File: src/rtl/ex_mem_stage.sv
// ---------------------------------------------------------------------------
// ex_mem_stage
//
// Execute stage followed by the EX/MEM pipeline register. It takes the
// ID/EX register outputs and decodes the ALU operation from EX_ALU_Op and the
// funct bits. It then computes the ALU result, the zero flag and the branch
// target, and registers all of them together with the WB/M control bits for
// the MEM stage. The hazard unit can hold the register (stall) or load a
// bubble into it (flush).
//
// Optional feature macro: FWD_EN
//   When defined, operands A and B pass through a forwarding mux. The EX/MEM
//   register has first priority and the MEM/WB write-back has second.
//   Register x0 is never forwarded.
//   When undefined, rs1, rs2, wb_rd, wb_reg_write and wb_data are ignored.
//
// Ports
//   clock               clock, all state updates on the rising edge
//   reset               synchronous, active-low clear of every output
//   stall               hold all EX/MEM outputs
//   flush               load a bubble (control outputs 0, data still loads)
//   pc_address          PC of the instruction in EX
//   read_data1/2        rs1 / rs2 values from ID/EX
//   imm                 sign-extended immediate (byte offset for branches)
//   funct_inst_bits     {funct7[5], funct3}
//   rd, rs1, rs2        destination and source register indices
//   WB_*, M_*           pass-through control bits
//   EX_ALU_Op           00 add, 01 sub, 10 funct-decoded, 11 add
//   EX_ALU_Src          0 = operand B is rs2, 1 = operand B is imm
//   wb_rd/wb_reg_write/wb_data   MEM/WB write-back (forwarding only)
//   out_*               registered EX/MEM results
//   *_out               registered control bits
// ---------------------------------------------------------------------------
module ex_mem_stage #(
    parameter int XLEN = 32
) (
    input  logic            clock,
    input  logic            reset,
    input  logic            stall,
    input  logic            flush,
    input  logic [XLEN-1:0] pc_address,
    input  logic [XLEN-1:0] read_data1,
    input  logic [XLEN-1:0] read_data2,
    input  logic [XLEN-1:0] imm,
    input  logic [3:0]      funct_inst_bits,
    input  logic [4:0]      rd,
    input  logic [4:0]      rs1,
    input  logic [4:0]      rs2,
    input  logic            WB_reg_write,
    input  logic            WB_mem_to_reg,
    input  logic            M_branch,
    input  logic            M_mem_read,
    input  logic            M_mem_write,
    input  logic [1:0]      EX_ALU_Op,
    input  logic            EX_ALU_Src,
    input  logic [4:0]      wb_rd,
    input  logic            wb_reg_write,
    input  logic [XLEN-1:0] wb_data,
    output logic [XLEN-1:0] out_alu_result,
    output logic            out_zero,
    output logic [XLEN-1:0] out_write_data,
    output logic [XLEN-1:0] out_branch_target,
    output logic [4:0]      out_rd,
    output logic            WB_reg_write_out,
    output logic            WB_mem_to_reg_out,
    output logic            M_branch_out,
    output logic            M_mem_read_out,
    output logic            M_mem_write_out
);

    typedef enum logic [3:0] {
        ALU_ADD,
        ALU_SUB,
        ALU_AND,
        ALU_OR,
        ALU_XOR,
        ALU_SLL,
        ALU_SRL,
        ALU_SRA,
        ALU_SLT,
        ALU_SLTU
    } alu_ctrl_e;

    alu_ctrl_e       alu_ctrl;
    logic [XLEN-1:0] operand_a;
    logic [XLEN-1:0] operand_b_reg;
    logic [XLEN-1:0] operand_b;
    logic [XLEN-1:0] alu_result;
    logic [XLEN-1:0] branch_target;
    logic [4:0]      shamt;

`ifdef FWD_EN
    // Operand forwarding. The instruction currently sitting in EX/MEM is
    // younger than the one in MEM/WB, so it wins when both target the same
    // register. Operand B is forwarded before the immediate select, so store
    // data also sees the forwarded value.
    always_comb begin
        operand_a = read_data1;
        if (WB_reg_write_out && (out_rd != 5'd0) && (out_rd == rs1)) begin
            operand_a = out_alu_result;
        end else if (wb_reg_write && (wb_rd != 5'd0) && (wb_rd == rs1)) begin
            operand_a = wb_data;
        end

        operand_b_reg = read_data2;
        if (WB_reg_write_out && (out_rd != 5'd0) && (out_rd == rs2)) begin
            operand_b_reg = out_alu_result;
        end else if (wb_reg_write && (wb_rd != 5'd0) && (wb_rd == rs2)) begin
            operand_b_reg = wb_data;
        end
    end
`else
    assign operand_a     = read_data1;
    assign operand_b_reg = read_data2;

    // The forwarding inputs stay on the port list so that both builds share
    // one interface. They are gathered here only so they do not dangle.
    logic unused_fwd_inputs;
    assign unused_fwd_inputs = ^{rs1, rs2, wb_rd, wb_reg_write, wb_data};
`endif

    assign operand_b     = EX_ALU_Src ? imm : operand_b_reg;
    assign shamt         = operand_b[4:0];
    assign branch_target = pc_address + imm;

    // ALU control decode. Funct code 1000 means sub only for R-type
    // (EX_ALU_Src == 0). With an immediate it is an addi whose imm[10] bit
    // happens to be set. Unlisted codes fall back to add.
    always_comb begin
        alu_ctrl = ALU_ADD;
        case (EX_ALU_Op)
            2'b01: alu_ctrl = ALU_SUB;
            2'b10: begin
                case (funct_inst_bits)
                    4'b0000: alu_ctrl = ALU_ADD;
                    4'b1000: alu_ctrl = EX_ALU_Src ? ALU_ADD : ALU_SUB;
                    4'b0111: alu_ctrl = ALU_AND;
                    4'b0110: alu_ctrl = ALU_OR;
                    4'b0100: alu_ctrl = ALU_XOR;
                    4'b0001: alu_ctrl = ALU_SLL;
                    4'b0101: alu_ctrl = ALU_SRL;
                    4'b1101: alu_ctrl = ALU_SRA;
                    4'b0010: alu_ctrl = ALU_SLT;
                    4'b0011: alu_ctrl = ALU_SLTU;
                    default: alu_ctrl = ALU_ADD;
                endcase
            end
            default: alu_ctrl = ALU_ADD;
        endcase
    end

    // ALU datapath. All arithmetic wraps. The set-less-than results are
    // a single bit zero-extended to the full width.
    always_comb begin
        alu_result = '0;
        case (alu_ctrl)
            ALU_ADD:  alu_result = operand_a + operand_b;
            ALU_SUB:  alu_result = operand_a - operand_b;
            ALU_AND:  alu_result = operand_a & operand_b;
            ALU_OR:   alu_result = operand_a | operand_b;
            ALU_XOR:  alu_result = operand_a ^ operand_b;
            ALU_SLL:  alu_result = operand_a << shamt;
            ALU_SRL:  alu_result = operand_a >> shamt;
            ALU_SRA:  alu_result = $signed(operand_a) >>> shamt;
            ALU_SLT:  alu_result = {{(XLEN-1){1'b0}}, $signed(operand_a) < $signed(operand_b)};
            ALU_SLTU: alu_result = {{(XLEN-1){1'b0}}, operand_a < operand_b};
            default:  alu_result = operand_a + operand_b;
        endcase
    end

    // EX/MEM register. Reset beats flush, and flush beats stall. A flush
    // still loads the computed data so that the only effect of the bubble is
    // that every control bit is cleared.
    always_ff @(posedge clock) begin
        if (!reset) begin
            out_alu_result    <= '0;
            out_zero          <= 1'b0;
            out_write_data    <= '0;
            out_branch_target <= '0;
            out_rd            <= 5'd0;
            WB_reg_write_out  <= 1'b0;
            WB_mem_to_reg_out <= 1'b0;
            M_branch_out      <= 1'b0;
            M_mem_read_out    <= 1'b0;
            M_mem_write_out   <= 1'b0;
        end else if (flush || !stall) begin
            out_alu_result    <= alu_result;
            out_zero          <= (alu_result == '0);
            out_write_data    <= operand_b_reg;
            out_branch_target <= branch_target;
            out_rd            <= rd;
            WB_reg_write_out  <= flush ? 1'b0 : WB_reg_write;
            WB_mem_to_reg_out <= flush ? 1'b0 : WB_mem_to_reg;
            M_branch_out      <= flush ? 1'b0 : M_branch;
            M_mem_read_out    <= flush ? 1'b0 : M_mem_read;
            M_mem_write_out   <= flush ? 1'b0 : M_mem_write;
        end
    end

endmodule

File: config.mk
export PLATFORM = sky130hd
export DESIGN_NAME = ex_mem_stage
export DESIGN_NICKNAME = d
export VERILOG_FILES = /design/src/rtl/ex_mem_stage.sv
export SDC_FILE = /design/constraint.sdc
export NUM_CORES = 1
export LEC_CHECK = 0
export BUFFER_PORTS_ARGS = -buffer_cell sky130_fd_sc_hd__clkbuf_2
export CAP_MARGIN = 20
export CORE_MARGIN = 2
export CORE_UTILIZATION = 58
export CTS_CLUSTER_SIZE = 14
export DETAILED_ROUTE_END_ITERATION = 8
export PLACE_DENSITY = 0.84
export SLEW_MARGIN = 20
export SYNTH_ARGS = -nofsm -noshare
export SYNTH_HDL_FRONTEND = slang
export SYNTH_SLANG_ARGS = --single-unit
export TNS_END_PERCENT = 10
File: constraint.sdc
create_clock -name clock -period 6.21 [get_ports clock]
set_input_delay 0.3105 -clock clock [delete_from_list [all_inputs] [get_ports clock]]
set_output_delay 0.3105 -clock clock [all_outputs]
set_load 0.05 [all_outputs]
=== After elaboration in Yosys (flattened, before gate mapping) ===
Index checks and enable logic that the tools add are counted.

* Memory bits (writable): 0
* Memories: 0
* Flip-flop bits (word level): 107
* Input port bits: 197
* Bits in read-only memories: 0
* Bits in latches: 0

* Div/mod/pow operators: 0
* $lt $le $gt $ge: 2
* Reductions and logical operators: 3
* Multipliers: 0
* Add/sub/neg operators: 3
* Multiplexer cells: 10
* Equality and inequality tests: 20
* Bitwise logic cells: 3
* Shift operators: 3

{| class="wikitable"
|+ Operators with widths
! cell !! number
|-
| case mux 32 bit (9 select lines) || 1
|-
| adder 32 bit || 2
|-
| < comparator 32 bit || 2
|-
| case mux 4 bit (9 select lines) || 1
|-
| AND 32 bit || 1
|-
| equality test 4 x 3 -> 1 bit (second input constant) || 8
|-
| zero test 32 bit || 1
|-
| 2-to-1 mux 32 bit || 1
|-
| bitwise OR 32 bit || 1
|-
| << shifter 32 x 5 -> 32 bit || 1
|-
| right shift 32 x 5 -> 32 bit || 1
|-
| >>> shifter 32 x 5 -> 32 bit || 1
|-
| subtractor 32 bit || 1
|-
| XOR 32 bit || 1
|-
| equality test 4 x 2 -> 1 bit (second input constant) || 4
|-
| equality test 4 bit (second input constant) || 4
|-
| equality test 4 x 1 -> 1 bit (second input constant) || 2
|-
| case mux 4 bit (2 select lines) || 1
|-
| 2-to-1 mux 1 bit || 6
|-
| equality test 2 x 1 -> 1 bit (second input constant) || 1
|-
| equality test 2 bit (second input constant) || 1
|-
| zero test 1 bit || 1
|-
| logical OR 1 bit || 1
|}

=== Logic depth before layout (Yosys ltp) ===
* Word-level depth: 6
* Mapped depth: 20
* Gate-level depth less buffers: 16

=== Worst setup path after synthesis ===
No wires, ideal clock.

* Kind: input-to-reg
* Start point: input port EX_ALU_Src
* End point: register out_zero
* Data arrival time: 4.806 ns
* Setup time: 0.096 ns
* Buffers on the path: 5
* Stages on the path: 17
* Required time: 6.114 ns
* Slack: 1.308 ns
* Cell sequence: buf_6 > mux2i_1 > buf_1 > buf_1 > clkbuf_1 > ha_1 > buf_2 > nor3_1 > o311ai_0 > a31oi_1 > a31oi_1 > a21oi_1 > a221oi_1 > a221o_1 > a221oi_1 > or4b_2 > o41ai_2

* Word-level cells in the longest chain between the ends: 6
* Elaborated cells on any way between the ends: 25

{| class="wikitable"
|+ Ends and longest elaborated chain
! item !! line !! source
|-
| start, declared || 55 || <nowiki>input logic EX_ALU_Src,</nowiki>
|-
| branches (longest 4 deep; another with adder 32 bit) || n/a ||
|-
| case mux 32 bit (9 select lines) (*) || 156 || <nowiki>case (alu_ctrl)</nowiki>
|-
| zero test 32 bit (*) || 188 || <nowiki>out_zero <= (alu_result == '0);</nowiki>
|-
| end signal, assigned || 188 ||
|-
| end, declared || 60 || <nowiki>output logic out_zero,</nowiki>
|}

Mark *: on every way between the ends.
A chain may end at the register's enable or synchronous reset.

=== Final worst setup path ===
Same ends and word-level chain as after synthesis.

==> flow_results.xml <==
<?xml version="1.0" encoding="UTF-8"?>
<metrics>
  <group name="sta">
    <metric name="count_of_final_hold_check_violations" unit="">0</metric>
    <metric name="report.final.slew_viol_count" unit="">0</metric>
    <metric name="max_slew_headroom" unit="%">20.6</metric>
    <metric name="worstMarginPinSlew" unit="ps">1190</metric>
    <metric name="layout_min_cycle_time" unit="ps">5740</metric>
    <metric name="clock_skew" unit="ps">0</metric>
    <metric name="grt_setup_unrepaired" unit="">no</metric>
    <metric name="setup-tns-final" unit="ps">0</metric>
    <metric name="final.period_utilization" unit="%">92.4</metric>
    <metric name="max_freq" unit="MHz">174</metric>
    <metric name="finalSetupViolations" unit="">0</metric>
  </group>
  <group name="synth">
    <metric name="count_of_flip_flops_with_a_built_in_enable_after_synthesis" unit="">0</metric>
    <metric name="synth_flop_cell" unit="">dfxtp_1</metric>
    <metric name="synth_cell_type_count" unit="">89</metric>
    <metric name="synth_top_cell_by_area" unit="">dfxtp_1</metric>
    <metric name="mappedNetlistNets" unit="">2403</metric>
    <metric name="synth_async_sr_flop_share" unit="%">0</metric>
    <metric name="yosysWarnings" unit="">0</metric>
    <metric name="post_synth_instance_area" unit="µm²">15100</metric>
    <metric name="yosysTopAreaCellShare" unit="%">14.2</metric>
    <metric name="synth_area_leaders" unit="">dfxtp_1, ha_1, nand2_1</metric>
    <metric name="number_of_cells_produced_by_synthesis" unit="">2073</metric>
    <metric name="avgSynthCellArea" unit="µm²">7.26</metric>
    <metric name="ys_seq_elements" unit="">107</metric>
    <metric name="seq_area_frac_synth" unit="%">14.2</metric>
  </group>
  <group name="clock_tree">
    <metric name="htreeDepth" unit="">3</metric>
    <metric name="tritoncts" unit="">built</metric>
    <metric name="cts_hold_buffers" unit="">0</metric>
    <metric name="cts_num_sinks" unit="">107</metric>
    <metric name="worst_skew_pair.late_latency" unit="ps">360</metric>
    <metric name="cts_buffer_depth" unit="">2</metric>
    <metric name="tritoncts.num_buffers" unit="">9</metric>
    <metric name="clk_root_buffer_cell" unit="">clkbuf_16</metric>
    <metric name="post_cts_buffers" unit="">0</metric>
    <metric name="number_of_gates_resized_after_cts" unit="">0</metric>
    <metric name="worst_setup_hold_path_clk_slew" unit="ps">80</metric>
  </group>
  <group name="placed_design">
    <metric name="port_buffers" unit="">255</metric>
    <metric name="routabilityCongestion" unit="">1.14</metric>
    <metric name="number_of_placed_instances_with_taps_included" unit="">2561</metric>
    <metric name="hpwlAfterDp" unit="µm">53800</metric>
  </group>
  <group name="status">
    <metric name="outcome" unit="">finished, final reports clean</metric>
  </group>
  <group name="layout">
    <metric name="number_of_fill_cells_in_the_layout" unit="">2163</metric>
    <metric name="antenna_cells_inserted" unit="">0</metric>
    <metric name="layout.cells.non_filler" unit="">2578</metric>
    <metric name="area_growth" unit="%">12.0</metric>
    <metric name="nets" unit="">2573</metric>
    <metric name="post_route_cells_drive_above_1_share" unit="%">17.5</metric>
  </group>
  <group name="detailed_routing">
    <metric name="detail-route-antenna-nets" unit="">0</metric>
    <metric name="initialDrtViolationCount" unit="">3130</metric>
    <metric name="vias_per_cell" unit="">7.30</metric>
    <metric name="first_pass_iters" unit="">6</metric>
    <metric name="vias" unit="">18800</metric>
    <metric name="route.detailed.wl_per_inst" unit="µm">27.3</metric>
    <metric name="drc" unit="">0</metric>
    <metric name="wl" unit="µm">70300</metric>
  </group>
  <group name="floorplan">
    <metric name="floorplan.core_area" unit="µm²">25300</metric>
    <metric name="std_cell_rows" unit="">58</metric>
    <metric name="die_height" unit="µm">165</metric>
    <metric name="die-width" unit="µm">165</metric>
    <metric name="die-area" unit="µm²">27300</metric>
    <metric name="num_ports" unit="">304</metric>
    <metric name="floorplan.initialDensity" unit="%">59.5</metric>
  </group>
  <group name="grt">
    <metric name="global_route.overflow_total" unit="">0</metric>
    <metric name="maximum_number_of_pins_on_one_net_before_global_route_repair" unit="">105</metric>
    <metric name="number_of_global_route_vias_before_repair" unit="">17000</metric>
    <metric name="global_route.usage.total" unit="%">49.6</metric>
    <metric name="wire_length_of_the_first_global_routing_pass" unit="µm">102000</metric>
    <metric name="antenna_found_initial" unit="">1</metric>
  </group>
  <group name="setup_path">
    <metric name="critical_path_peak_fanout" unit="">15</metric>
    <metric name="cp.arrival" unit="ps">6010</metric>
    <metric name="sequence_of_cells_on_the_critical_path" unit="">clkbuf_2 -&gt; mux2i_4 -&gt; ha_1 -&gt; nor3_1 -&gt; o311ai_0 -&gt; a31oi_1 -&gt; a31oi_1 -&gt; a21oi_1 -&gt; a221oi_1 -&gt; a221o_1 -&gt; a221oi_1 -&gt; or4b_2 -&gt; o41ai_2</metric>
    <metric name="cp_data_required_time" unit="ps">6480</metric>
    <metric name="worstSetupEndpointType" unit="">register</metric>
    <metric name="startpoint_type" unit="">primary input</metric>
    <metric name="cpMaxStageDelayCell" unit="">mux2i_4</metric>
    <metric name="critical_path_start_end_classification" unit="">in -&gt; reg</metric>
    <metric name="critPathMaxStageDelay" unit="ps">700</metric>
  </group>
  <group name="pwr">
    <metric name="p_per_area" unit="nW/µm²">202</metric>
    <metric name="static-leakage-power" unit="µW">0.00750</metric>
    <metric name="vdd_ir_drop_max" unit="mV">0.159</metric>
    <metric name="power.total" unit="µW">3400</metric>
  </group>
  <group name="flow_run">
    <metric name="cap_viol_max_count" unit="">0</metric>
  </group>
  <group name="hold_path">
    <metric name="hold_path_class" unit="">in -&gt; reg</metric>
  </group>
</metrics>
[worst max-delay path, delay by kind of cell]
family          cells  cell delay, ps
simple gates        2            1140
fa+ha+maj           1             390
buf+inv             1             510
compound gates      8            2910
mux                 1             700
[metal layers]
metal	wire (µm)	global-route usage (%)
met1	25600	63.0
met2	28500	70.2
met3	10800	19.4
met4	5370	30.3
met5	66	1.70
[power breakdown]
| group | total (µW) | leakage [µW] | switching, µW | internal [µW] |
|---|---|---|---|---|
| Clock | 569 | 0.000136 | 283 | 286 |
| Combinational | 2030 | 0.00648 | 1410 | 623 |
| Sequential | 800 | 0.000888 | 39.5 | 760 |
| Total | 3400 | 0.00750 | 1730 | 1670 |
[synth_stat cells, types with 13 or more instances]
master / count
o21a_1: 15
nand4_1: 20
nor2_1: 181
buf_1: 14
nand2b_1: 23
nor4_1: 16
nand2_1: 290
o221ai_1: 13
o21ai_0: 100
a221o_1: 14
inv_1: 105
o31ai_1: 15
o2111ai_1: 16
ha_1: 130
mux4_2: 44
a21o_1: 24
o211ai_1: 27
xnor2_1: 33
nor3_1: 54
clkbuf_1: 106
a211oi_1: 51
nand3_1: 55
nor2b_1: 22
a32oi_1: 14
mux2i_1: 83
o22ai_1: 26
a31oi_1: 20
a221oi_1: 16
dfxtp_1: 107
a21oi_1: 196
buf_2: 14
[final cells by class]
cell class | instances | area (µm²) | share of cell area, %
Tap cell | 330 | 413 | 2.45
Sequential cell | 107 | 2140 | 12.7
Clock buffer | 11 | 243 | 1.44
Multi-Input combinational cell | 1713 | 12000 | 70.9
Inverter | 111 | 422 | 2.50
Clock inverter | 5 | 35.0 | 0.208
Timing Repair Buffer | 301 | 1650 | 9.81
[flip-flops by register name, summed over array words and instances (netlist names)]
name	flops
out_zero	1
M_mem_read_out	1
WB_reg_write_out	1
M_mem_write_out	1
M_branch_out	1
out_write_data	32
out_branch_target	32
out_rd	5
out_alu_result	32
WB_mem_to_reg_out	1
[logic make-up (layout without fill, tap and decap cells)]
family          count (synthesis)  after routing  synth area share [%]
simple gates                  734            734                  22.4
compound gates                666            666                  29.6
buf+inv                       253            428                  6.76
mux                           136            136                  13.2
fa+ha+maj                     133            133                  11.2
flops                         107            107                  14.2
xor+xnor                       44             44                  2.56
[worst paths after layout]
path | from | endpoint | slack, ps | cells past startpoint
worst min-delay path | rd[4] | out_rd[4] | 180 | 3
worst max register to register | out_branch_target[31] | out_branch_target[31] | 5440 | 2
worst min register to register | out_write_data[27] | out_write_data[27] | 450 | 2
worst max-delay path | EX_ALU_Src | out_zero | 470 | 13
[per-stage QoR]
stage	hold slack [ps]	area (µm²)	setup WS, ps	util (%)
2_1_floorplan	451	15100	1310	-
3_3_place_gp	437	16600	639	65.4
3_5_place_dp	444	16600	519	65.4
4_1_cts	177	16800	855	66.5
5_1_grt	170	16900	543	66.6
6_report	178	16900	473	66.6
[layout by cell type (no fill, tap or decap), types with 13 or more instances in the layout]
master,synthesis,layout
nor4_1,16,16
inv_1,105,104
nor2_1,181,180
o21ai_0,100,100
mux4_2,44,44
ha_1,130,130
a21oi_1,196,196
nand2b_1,23,22
nor2b_1,22,21
o21a_1,15,15
o2111ai_1,16,16
a221o_1,14,14
a211oi_1,51,51
buf_4,4,44
a31oi_1,20,20
o211ai_1,27,27
nand2_1,290,290
dfxtp_1,107,107
mux2i_1,83,80
clkbuf_2,0,255
o22ai_1,26,26
a32oi_1,14,14
a221oi_1,16,16
nand4_1,20,20
a21o_1,24,24
o31ai_1,15,15
o221ai_1,13,13
xnor2_1,33,33
nand3_1,55,55
nor3_1,54,52
Power figures use the tool's default switching activity.
